--- src/rtl/mult_pkg.sv ---
// mult_pkg
//   Shared definitions for the multiplier result accumulator.
//   - default widths for product, accumulator and batch counter
//   - accumulator FSM state encoding
//   - signed-add overflow helper used by the accumulator datapath
package mult_pkg;

  localparam int PROD_W_DEF = 16;
  localparam int ACC_W_DEF  = 24;
  localparam int CNT_W_DEF  = 4;

  typedef enum logic [1:0] {
    ST_IDLE = 2'd0,
    ST_RUN  = 2'd1,
    ST_DONE = 2'd2
  } state_t;

  // Two's complement overflow: both addends share a sign and the sum does not.
  function automatic logic add_ovf(input logic a_sign, input logic b_sign,
                                   input logic s_sign);
    return (a_sign == b_sign) && (s_sign != a_sign);
  endfunction

endpackage

--- src/rtl/mult_done_detect.sv ---
// mult_done_detect
//   Turns the multiplier busy flag into a one-cycle completion strobe.
//   The strobe is combinational (registered busy high, live busy low), so the
//   consumer acts on the same rising edge that first samples busy low.
//   Clearing the register on reset means a busy level seen before reset is
//   forgotten: a completion needs busy sampled high after reset first.
// Ports
//   i_clk   in  clock, rising edge
//   i_rst   in  synchronous active-high clear of the busy history
//   i_busy  in  multiplier busy flag
//   o_cmpl  out completion strobe (busy falling)
module mult_done_detect (
  input  logic i_clk,
  input  logic i_rst,
  input  logic i_busy,
  output logic o_cmpl
);

  logic r_busy_d;

  always_ff @(posedge i_clk) begin
    if (i_rst) r_busy_d <= 1'b0;
    else       r_busy_d <= i_busy;
  end

  assign o_cmpl = r_busy_d & ~i_busy;

endmodule

--- src/rtl/mult_result_accum.sv ---
// mult_result_accum
//   Accumulates signed products from the sequential multiplier into a wide
//   signed sum, counting products until the programmed batch size is reached,
//   then holds the final sum with acc_valid high until clear or reset.
//
//   Interface contract: y is only meaningful on the cycle busy is first sampled
//   low after being high; that busy fall is the single "valid" event, and there
//   is no ready/backpressure -- a completion arriving while the batch is DONE is
//   discarded and flagged on the sticky drop output.
//
// Configuration
//   MULT_ACC_SAT_EN  defined: overflowing sums clamp to the signed extreme in
//                    the direction of the addend; ovf is still set.
//                    undefined: sums wrap modulo 2^ACC_W; ovf only.
// Ports
//   clk        in   clock, rising edge
//   reset      in   synchronous active-high, clears all state
//   clear      in   synchronous batch restart, same effect as reset
//   batch_len  in   products per batch (0 treated as 1), sampled per completion
//   y          in   signed product, valid when busy falls
//   busy       in   multiplier busy flag
//   acc        out  signed running sum
//   acc_valid  out  batch sum final (state DONE)
//   prod_cnt   out  products accumulated in the current batch
//   ovf        out  sticky signed overflow
//   drop       out  sticky completion-discarded-in-DONE
//   dbg_state  out  current FSM state
module mult_result_accum
  import mult_pkg::*;
#(
  parameter int PROD_W = PROD_W_DEF,
  parameter int ACC_W  = ACC_W_DEF,
  parameter int CNT_W  = CNT_W_DEF
) (
  input  logic              clk,
  input  logic              reset,
  input  logic              clear,
  input  logic [CNT_W-1:0]  batch_len,
  input  logic [PROD_W-1:0] y,
  input  logic              busy,
  output logic [ACC_W-1:0]  acc,
  output logic              acc_valid,
  output logic [CNT_W-1:0]  prod_cnt,
  output logic              ovf,
  output logic              drop,
  output state_t            dbg_state
);

  localparam logic [ACC_W-1:0] ACC_MAX = {1'b0, {(ACC_W-1){1'b1}}};
  localparam logic [ACC_W-1:0] ACC_MIN = {1'b1, {(ACC_W-1){1'b0}}};

  state_t           r_state, w_state_nxt;
  logic [ACC_W-1:0] r_acc, w_acc_nxt;
  logic [CNT_W-1:0] r_cnt, w_cnt_nxt;
  logic             r_ovf, w_ovf_nxt;
  logic             r_drop, w_drop_nxt;

  logic             w_rst_any;
  logic             w_cmpl;
  logic [ACC_W-1:0] w_addend;
  logic [ACC_W-1:0] w_base;
  logic [ACC_W-1:0] w_sum;
  logic             w_sum_ovf;
  // One extra bit so the increment and the length compare never wrap.
  logic [CNT_W:0]   w_cnt_inc;
  logic [CNT_W:0]   w_len_eff;

  // clear restarts the batch exactly like reset, including the busy history.
  assign w_rst_any = reset | clear;

  mult_done_detect u_done (
    .i_clk  (clk),
    .i_rst  (w_rst_any),
    .i_busy (busy),
    .o_cmpl (w_cmpl)
  );

  assign w_addend  = ACC_W'($signed(y));
  // The first product of a batch starts from zero rather than the old sum.
  assign w_base    = (r_state == ST_IDLE) ? '0 : r_acc;
  assign w_sum     = w_base + w_addend;
  assign w_sum_ovf = add_ovf(w_base[ACC_W-1], w_addend[ACC_W-1], w_sum[ACC_W-1]);
  assign w_cnt_inc = (r_state == ST_IDLE) ? (CNT_W+1)'(1)
                                          : {1'b0, r_cnt} + (CNT_W+1)'(1);
  assign w_len_eff = (batch_len == '0) ? (CNT_W+1)'(1) : {1'b0, batch_len};

  always_comb begin
    w_state_nxt = r_state;
    w_acc_nxt   = r_acc;
    w_cnt_nxt   = r_cnt;
    w_ovf_nxt   = r_ovf;
    w_drop_nxt  = r_drop;
    case (r_state)
      ST_IDLE, ST_RUN: begin
        if (w_cmpl) begin
`ifdef MULT_ACC_SAT_EN
          if (w_sum_ovf) w_acc_nxt = w_addend[ACC_W-1] ? ACC_MIN : ACC_MAX;
          else           w_acc_nxt = w_sum;
`else
          w_acc_nxt = w_sum;
`endif
          w_cnt_nxt = w_cnt_inc[CNT_W-1:0];
          if (w_sum_ovf) w_ovf_nxt = 1'b1;
          w_state_nxt = (w_cnt_inc >= w_len_eff) ? ST_DONE : ST_RUN;
        end
      end
      ST_DONE: begin
        if (w_cmpl) w_drop_nxt = 1'b1;
      end
      default: w_state_nxt = ST_IDLE;
    endcase
  end

  always_ff @(posedge clk) begin
    if (w_rst_any) begin
      r_state <= ST_IDLE;
      r_acc   <= '0;
      r_cnt   <= '0;
      r_ovf   <= 1'b0;
      r_drop  <= 1'b0;
    end else begin
      r_state <= w_state_nxt;
      r_acc   <= w_acc_nxt;
      r_cnt   <= w_cnt_nxt;
      r_ovf   <= w_ovf_nxt;
      r_drop  <= w_drop_nxt;
    end
  end

  assign acc       = r_acc;
  assign acc_valid = (r_state == ST_DONE);
  assign prod_cnt  = r_cnt;
  assign ovf       = r_ovf;
  assign drop      = r_drop;
  assign dbg_state = r_state;

endmodule
--- config.mk ---
export PLATFORM = sky130hd
export DESIGN_NAME = mult_result_accum
export DESIGN_NICKNAME = d
export VERILOG_FILES = /design/src/rtl/mult_pkg.sv /design/src/rtl/mult_done_detect.sv /design/src/rtl/mult_result_accum.sv
export SDC_FILE = /design/constraint.sdc
export NUM_CORES = 1
export LEC_CHECK = 0
export ABC_AREA = 1
export CAP_MARGIN = 0
export CORE_ASPECT_RATIO = 0.8
export CORE_MARGIN = 4
export CORE_UTILIZATION = 50
export CTS_CLUSTER_DIAMETER = 50
export DETAILED_ROUTE_END_ITERATION = 6
export PLACE_DENSITY_LB_ADDON = 0.3
export REMOVE_ABC_BUFFERS = 1
export SYNTH_ARGS = -nofsm -noshare
export SYNTH_HDL_FRONTEND = slang
export SYNTH_SLANG_ARGS = --single-unit
--- constraint.sdc ---
create_clock -name clk -period 3.2 [get_ports clk]
set_input_delay 0.64 -clock clk [delete_from_list [all_inputs] [get_ports clk]]
set_output_delay 0.64 -clock clk [all_outputs]
set_load 0.01 [all_outputs]
==> flow_summary.toml, run 1 <==
[routing]
drtAntennaViolNets = 0
vias = 3366
drc_errors = 0
firstDrtPassIters = 4
viasPerCell = 5.00
wl_per_cell_um = 12.4
drt_iter0_drc = 173
wl_mm = 8.32

[cells_and_area]
nNetsFinal = 644
layout_common_cells = "120 x nand2_1, 105 x inv_1, 60 x nor2_1, 56 x clkdlybuf4s50_1, 51 x a21oi_1"
layout-drive-gt1-share_pct = 8.95
fin_util_pct = 65.1
final_common_cell = "nand2_1"
areaGrowthSynthToFinish_pct = 24.3
diodes = 0

[timing]
setup_viol = 0
finalHoldViolCount = 0
fin_setup_tns_ns = 0
drv_slew = 0
period_share_pct = 84.3
clock.fmax_mhz = 371
worst_slack_ns = 0.501
rsz0062_at_grt = "no"
fin_worst_skew_ns = 0.00666
tightestPinTransition_ns = 0.821
max_slew_margin_pct = 45.2
fin_hold_ws_ns = 0.451
post-route-min-period_ns = 2.70

[critical_path]
worstSetupPathType = "flop to flop"
arrival_ns = 2.90
cp-start-kind = "flop"
cp-end-kind = "flop"
required_ns = 3.40
rr_worst_depth = 13
worst-path-max-fanout = 9

[global_route]
grt_use_total_pct = 22.4
first_global_vias = 3168
overflow = 0
grt_antenna_before_repair = 0
grt_first_pass_wirelength_mm = 14.2
grt_max_degree = 31

[die]
core_area_um2 = 6010
die_w_um = 96.7
rows = 25
die_h_um = 78.9
start_util_pct = 52.4
io_pins = 57
die_area_um2 = 7630

[placed_design]
pre_cts_slack_ns = 0.317
dp_hpwl_mm = 6.50
io_buffers = 56
gp_congestion = 0.951

[clock_network]
ctsResizeCount = 0
cts.sinks = 33
hold_buffers = 0
clock_path_buffers = 2
htree_num_levels = 2
cts_root_buf = "clkbuf_8"
cts_made_buffers = 5
clk_pin_slew_worst_paths_ns = 0.08
clk_latency_ns = 0.30
post_cts_buffers = 0
cts_tree = "built"

[run]
drv_cap = 0

[power_and_ir_drop]
peakVddDrop_mv = 0.184
powerDensity_nw_per_um2 = 229
total_power_uw = 896
p_leak_uw = 0.00193

[logic_synthesis]
synth_seq_cells = 33
yosys_warnings = 0
synth_top_area_share_pct = 21.0
avgSynthCellArea_um2 = 5.90
synth-seq-area-share_pct = 21.0
synthTopCellsByArea = "dfxtp_1 21%, nand2_1 14%, inv_1 13%"
syn_area_um2 = 3140
synth.distinct_cells = 31
synth_cells = 533
yosysTopAreaCell = "dfxtp_1"

[worst_hold_path]
hp-class = "flop to flop"
hold_path_depth = 2

[run_status]
outcome = "complete, no violations"
critical path, stage by stage (launching register included):
cell and delay (ns):
dfxtp_1 0.34, nor2_2 0.42, nor2_1 0.09, ha_1 0.28, fa_1 0.48, nand3_1 0.12, nand3_2 0.11, nand2_1 0.10
nand2_2 0.08, a21oi_1 0.25, or2_1 0.14, nand3_1 0.06, nand2_1 0.07, inv_1 0.04
sequential cells by signal (all words and copies together) (netlist names):
name and count:
ovf 1, drop 1, prod_cnt 4, acc 24, dbg_state 2, u_done.r_busy_d 1
stage by stage:
step                      cell area [um2]  instances
after floorplan                      3100        522
after global placement               3820        665
after detailed placement             3820        665
after CTS                            3910        673
after global routing                 3910        673
final                                3910        673
cell usage after synthesis:
library cell / instances
nor3_1: 1
nand2_2: 13
nor3_2: 3
ha_1: 28
inv_2: 8
a21oi_1: 51
nand3_1: 31
a21oi_2: 2
nor3b_1: 1
xnor2_1: 2
fa_1: 1
or2_2: 1
nand3b_1: 1
o21bai_1: 3
nor2_1: 61
clkbuf_1: 5
o21ai_0: 17
buf_2: 3
dfxtp_1: 33
o21ai_1: 5
a21o_1: 3
o211ai_1: 3
or2_1: 4
a31o_2: 1
nand3_2: 2
buf_1: 3
inv_1: 105
nand4_1: 9
nand2_1: 120
xor2_1: 5
nor2_2: 8
layer usage:
metal / vias up / GRT usage (%) / wire length (um)
met5: - / 0 / 0
met4: 0 / 7.01 / 96
met3: 9 / 3.95 / 429
met2: 89 / 37.4 / 3720
met1: 1489 / 29.4 / 4080
li1: 1779 / - / -
final timing paths:
check / startpoint / to / slack [ns]
max: dbg_state[1] / acc[10] / 0.50
min reg2reg: ovf / ovf / 0.45
min: ovf / ovf / 0.45
max reg2reg: dbg_state[1] / acc[10] / 0.50
area by class of cell:
| class | instances | area, um2 |
|---|---|---|
| fillers | 574 | 2100 |
| multi-input cells | 376 | 2020 |
| flip-flops and latches | 33 | 661 |
| repair buffers | 62 | 618 |
| inverters | 113 | 424 |
| well taps | 81 | 101 |
| clock buffers | 5 | 68.8 |
| clock inverters | 3 | 17.5 |
where the power goes:
part           switching (uW)  internal [uW]  total, uW
logic                    86.2           67.9        154
clock network             173            150        323
registers                3.09            416        419
total                     262            634        896
logic make-up after synthesis:
logic type      synth area share (%)
buf+inv                         14.9
xor+xnor                        1.95
fa+ha+maj                       11.8
compound gates                  14.6
simple gates                    35.7
flops                           21.0
Power figures use the tool's default switching activity.
==> run 2: changes to the inputs <==
Clock period 3.2 ns to 2.6 ns, I/O delays scaled along.
==> run 2 against run 1 <==
Die area did not move. Clock-buffer cell count increased by 2. Flip-flop and latch count is the same. Worst hold slack barely moved. Maximum frequency up 11%. Wire length grew 1.4%. Non-clock buffer count increased by 9. First-iteration DRC count up 29%. Total power increased by 30%. Via count grew 3.9%. Register-to-register slack worse by 0.33 ns. Critical path type unchanged.
==> flow_summary.toml, run 2 (synthesis gave the netlist of run 1 again) <==
[run_status]
outcome = "complete, no violations"

[timing]
rsz0062_at_grt = "yes"
drv_slew = 0
fin_hold_ws_ns = 0.451
finalHoldViolCount = 0
tightestPinTransition_ns = 0.401
post-route-min-period_ns = 2.43
setup_viol = 0
fin_worst_skew_ns = 0.00340
period_share_pct = 93.5
max_slew_margin_pct = 73.2
clock.fmax_mhz = 412

[global_route]
grt_first_pass_wirelength_mm = 14.1
grt_util_met3_pct = 3.25
grt_antenna_before_repair = 0
grt_busiest_layer = "met2"
first_global_vias = 3096
overflow = 0
use_met1_pct = 32.0
grt_max_degree = 31
use_met2_pct = 34.8
grt_use_total_pct = 22.1

[critical_path]
arrival_ns = 2.63
slowest_stage = "dfxtp_1"
crit_buf_inv = 3
ff2ff_setup_slack_ns = 0.17
cp_cell_sequence = "nor2_2, buf_12, buf_4, nor2_1, ha_1, nand2_1, nand2_1, a21oi_2, nand2_2, a21oi_1, xor2_1, nand2_1, nand2_1, inv_1"
worst_path_most_repeated_cell = "nand2_1"
worst-path-max-fanout = 20
cp-end-kind = "flop"
critical_path.max_stage_delay_ns = 0.34
cpLargestDelayFamily = "simple AND/OR/NAND/NOR gates"
required_ns = 2.80
worstSetupPathType = "flop to flop"
cp-start-kind = "flop"

[routing]
drc_errors = 0
drt_iter0_drc = 223
wl_per_cell_um = 12.4
vias = 3497
wl_mm = 8.44
viasPerCell = 5.13
drtAntennaViolNets = 0
firstDrtPassIters = 5

[cells_and_area]
largest_register_ff_count = 24
final_cells = 682
post-route-cell-area_um2 = 3990
nNetsFinal = 653
final_common_cell = "nand2_1"
layout-drive-gt1-share_pct = 10.5
layout_common_cells = "120 x nand2_1, 105 x inv_1, 60 x nor2_1, 56 x clkdlybuf4s50_1, 50 x a21oi_1"
diodes = 0
areaGrowthSynthToFinish_pct = 27.0

[worst_hold_path]
hp-class = "flop to flop"

[power_and_ir_drop]
p_int_uw = 840
p_sw_uw = 325
power_frac_comb_pct = 16.9
pwr-share-clk_pct = 38.8
sw_frac_of_total_pct = 27.9
total_power_uw = 1170
p_leak_uw = 0.00198
powerDensity_nw_per_um2 = 292
peakVddDrop_mv = 0.208
power_frac_seq_pct = 44.2

[run]
drv_cap = 0

[placed_design]
gp_congestion = 0.941
dp_hpwl_mm = 6.53
dp.cells = 674
place_area_um2 = 3890
io_buffers = 56

[clock_network]
cts_tree = "built"
clk_latency_ns = 0.30
htree_num_levels = 2
cts_root_buf = "clkbuf_8"
clk_pin_slew_worst_paths_ns = 0.07
hold_buffers = 0
cts_made_buffers = 5
clock_path_buffers = 2
cts.sinks = 33

[die]
die_h_um = 78.9
die_area_um2 = 7630
die_w_um = 96.7
rows = 25
core_area_um2 = 6010
start_util_pct = 52.4
io_pins = 57
## run 2: cell count changes in the layout (fill, tap and decap cells not counted)
cell,change
clkbuf_8,+2
clkinvlp_4,-1
a21oi_1,-1
a21oi_2,+1
buf_4,+9
clkinv_2,-1
## run 2: cell type report
| class | count | area (um2) |
|---|---|---|
| Clock inverter | 1 | 5.00 |
| Multi-Input combinational cell | 376 | 2020 |
| Sequential cell | 33 | 661 |
| Fill cell | 548 | 2010 |
| Inverter | 113 | 424 |
| Timing Repair Buffer | 71 | 686 |
| Tap cell | 81 | 101 |
| Clock buffer | 7 | 96.3 |
## run 2: per-layer routing
metal,vias to the layer above,share of wire (%)
li1,1800,-
met1,1563,49
met2,125,43
met3,9,7.2
met4,0,0.88
met5,-,0
## run 2: final timing paths
check             cells past startpoint      end    startpoint
setup reg to reg                     14  acc[11]  dbg_state[1]
hold / removal                        2      ovf           ovf
hold reg to reg                       2      ovf           ovf
setup / recovery                     14  acc[11]  dbg_state[1]
## run 2: per-stage QoR
step           utilization (%)  setup slack (ns)  TNS [ns]
6_report                  66.5             0.170         0
2_1_floorplan                -            -0.333     -3.30
3_5_place_dp              64.8           -0.0292   -0.0292
5_1_grt                   66.5           -0.0107   -0.0107
3_3_place_gp              64.8          -0.00491  -0.00491
4_1_cts                   66.4             0.208         0
## run 2: power by group through the flow
stage / Sequential (uW) / Combinational (uW) / Clock (uW)
2_1_floorplan: 530 / 103 / 0
5_1_grt: 517 / 220 / 487
3_5_place_dp: 528 / 194 / 0
3_3_place_gp: 527 / 191 / 0
4_1_cts: 516 / 195 / 463
6_report: 516 / 197 / 453
## run 2: timing repair
item | 4_1_cts | 5_1_grt
buffers inserted | 0 | 0
setup endpoints to repair | 0 | 3
resized for setup | 0 | 1
## run 2: worst register-to-register path: stages (launching register included)
cell and delay [ns]:
dfxtp_1 0.34, nor2_2 0.15, buf_12 0.18, buf_4 0.16
nor2_1 0.05, ha_1 0.34, nand2_1 0.09, nand2_1 0.13
a21oi_2 0.19, nand2_2 0.13, a21oi_1 0.23, xor2_1 0.18
nand2_1 0.07, nand2_1 0.06, inv_1 0.04
==> run 3: changes to the inputs <==
Settings changed: GPL_TIMING_DRIVEN from default to 0, SLEW_MARGIN from default to 20.
==> run 3 against run 2 <==
Clock-buffer cell count decreased by 2. Worst hold slack about the same. Largest cell class unchanged. Sequential share of layout area up 0.34 points.
==> flow_summary.toml, run 3 (synthesis gave the netlist of run 1 again) <==
[critical_path]
required_ns = 2.84
worst-path-max-fanout = 31
cp-end-kind = "flop"
cp-start-kind = "input pin"
worstSetupPathType = "input pin to flop"
arrival_ns = 2.72

[run]
drv_cap = 0

[timing]
setup_viol = 0
worst_slack_ns = 0.122
clock.fmax_mhz = 403
rsz0062_at_grt = "yes"
post-route-min-period_ns = 2.48
period_share_pct = 95.3
fin_setup_tns_ns = 0
finalHoldViolCount = 0
tightestPinTransition_ns = 0.825
drv_slew = 0
max_slew_margin_pct = 44.9
fin_worst_skew_ns = 0.00870
fin_hold_ws_ns = 0.451

[clock_network]
cts_tree = "built"
htree_num_levels = 2
hold_buffers = 0
clk_latency_ns = 0.30
clock_path_buffers = 2
cts_root_buf = "clkbuf_8"
cts_made_buffers = 5
cts.sinks = 33
clk_pin_slew_worst_paths_ns = 0.08

[routing]
drt_iter0_drc = 194
wl_mm = 8.62
firstDrtPassIters = 4
vias = 3376
drtAntennaViolNets = 0
wl_per_cell_um = 12.8
drc_errors = 0
viasPerCell = 5.03

[power_and_ir_drop]
peakVddDrop_mv = 0.184
powerDensity_nw_per_um2 = 284
total_power_uw = 1110
p_leak_uw = 0.00192

[cells_and_area]
diodes = 0
final_common_cell = "nand2_1"
layout-drive-gt1-share_pct = 9.49
nNetsFinal = 642
fin_util_pct = 65.2
layout_common_cells = "120 x nand2_1, 104 x inv_1, 59 x nor2_1, 55 x clkdlybuf4s50_1, 48 x a21oi_1"
largest_register_ff_count = 24
fillers = 608
areaGrowthSynthToFinish_pct = 24.5

[placed_design]
gp_congestion = 0.898
dp_hpwl_mm = 6.34
pre_cts_slack_ns = -0.311
io_buffers = 56

[global_route]
first_global_vias = 3179
grt_first_pass_wirelength_mm = 14.3
grt_max_degree = 31
overflow = 0
grt_antenna_before_repair = 0
grt_use_total_pct = 22.5

[die]
rows = 25
die_h_um = 78.9
die_area_um2 = 7630
die_w_um = 96.7
start_util_pct = 52.4
io_pins = 57
core_area_um2 = 6010

[worst_hold_path]
hp-class = "flop to flop"

[run_status]
outcome = "complete, no violations"
-- run 3: through the flow --
stage	std cells	area [um2]
detailed placement	659	3780
finish	671	3910
CTS	670	3880
global route	671	3910
floorplan	522	3100
global placement	659	3760
-- run 3: final timing paths --
kind	startpoint	endpoint	depth (start not counted)	slack [ns]
setup / recovery	busy	acc[17]	8	0.12
hold reg to reg	ovf	ovf	2	0.45
setup reg to reg	dbg_state[1]	acc[10]	13	0.16
hold / removal	ovf	ovf	2	0.45
-- run 3: final cells by class --
cell class	instances	area [um2]	share of cell area (%)
sequential	33	661	16.9
timing repair inverter	1	7.51	0.192
clock buffer	5	68.8	1.76
inverter	113	428	10.9
tap	81	101	2.59
timing repair buffer	58	578	14.8
clock inverter	3	17.5	0.448
multi-input combinational	377	2050	52.4
-- run 3: critical path, stage by stage --
cell             delay [ns]
clkdlybuf4s50_1        0.40
inv_1                  0.07
nand2_1                0.10
nor2_4                 0.63
clkinvlp_4             0.61
a21oi_1                0.26
nand2_1                0.08
inv_1                  0.05
-- run 3: per-layer routing --
| layer | GRT usage (%) | up-vias | wire [um] |
|---|---|---|---|
| li1 | - | 1781 | - |
| met1 | 31.4 | 1482 | 4180 |
| met2 | 36.2 | 100 | 3720 |
| met3 | 3.51 | 13 | 599 |
| met4 | 5.75 | 0 | 121 |
| met5 | 0 | - | 0 |
-- run 3: what timing repair did --
item                                    in CTS  in global routing
gates resized for setup                      0                  7
gates cloned                                 1                  1
pin swaps                                    1                  0
hold endpoints to repair                     0                  0
endpoints found under the setup margin      13                 21
setup buffers                                2                  0
-- run 3: report_power, final --
group          total (uW)  leakage, uW  internal, uW  switching (uW)
logic                 190      0.00161          81.3             109
clock network         406    0.0000439           185             221
registers             516     0.000267           512            4.28
total                1110      0.00192           778             334
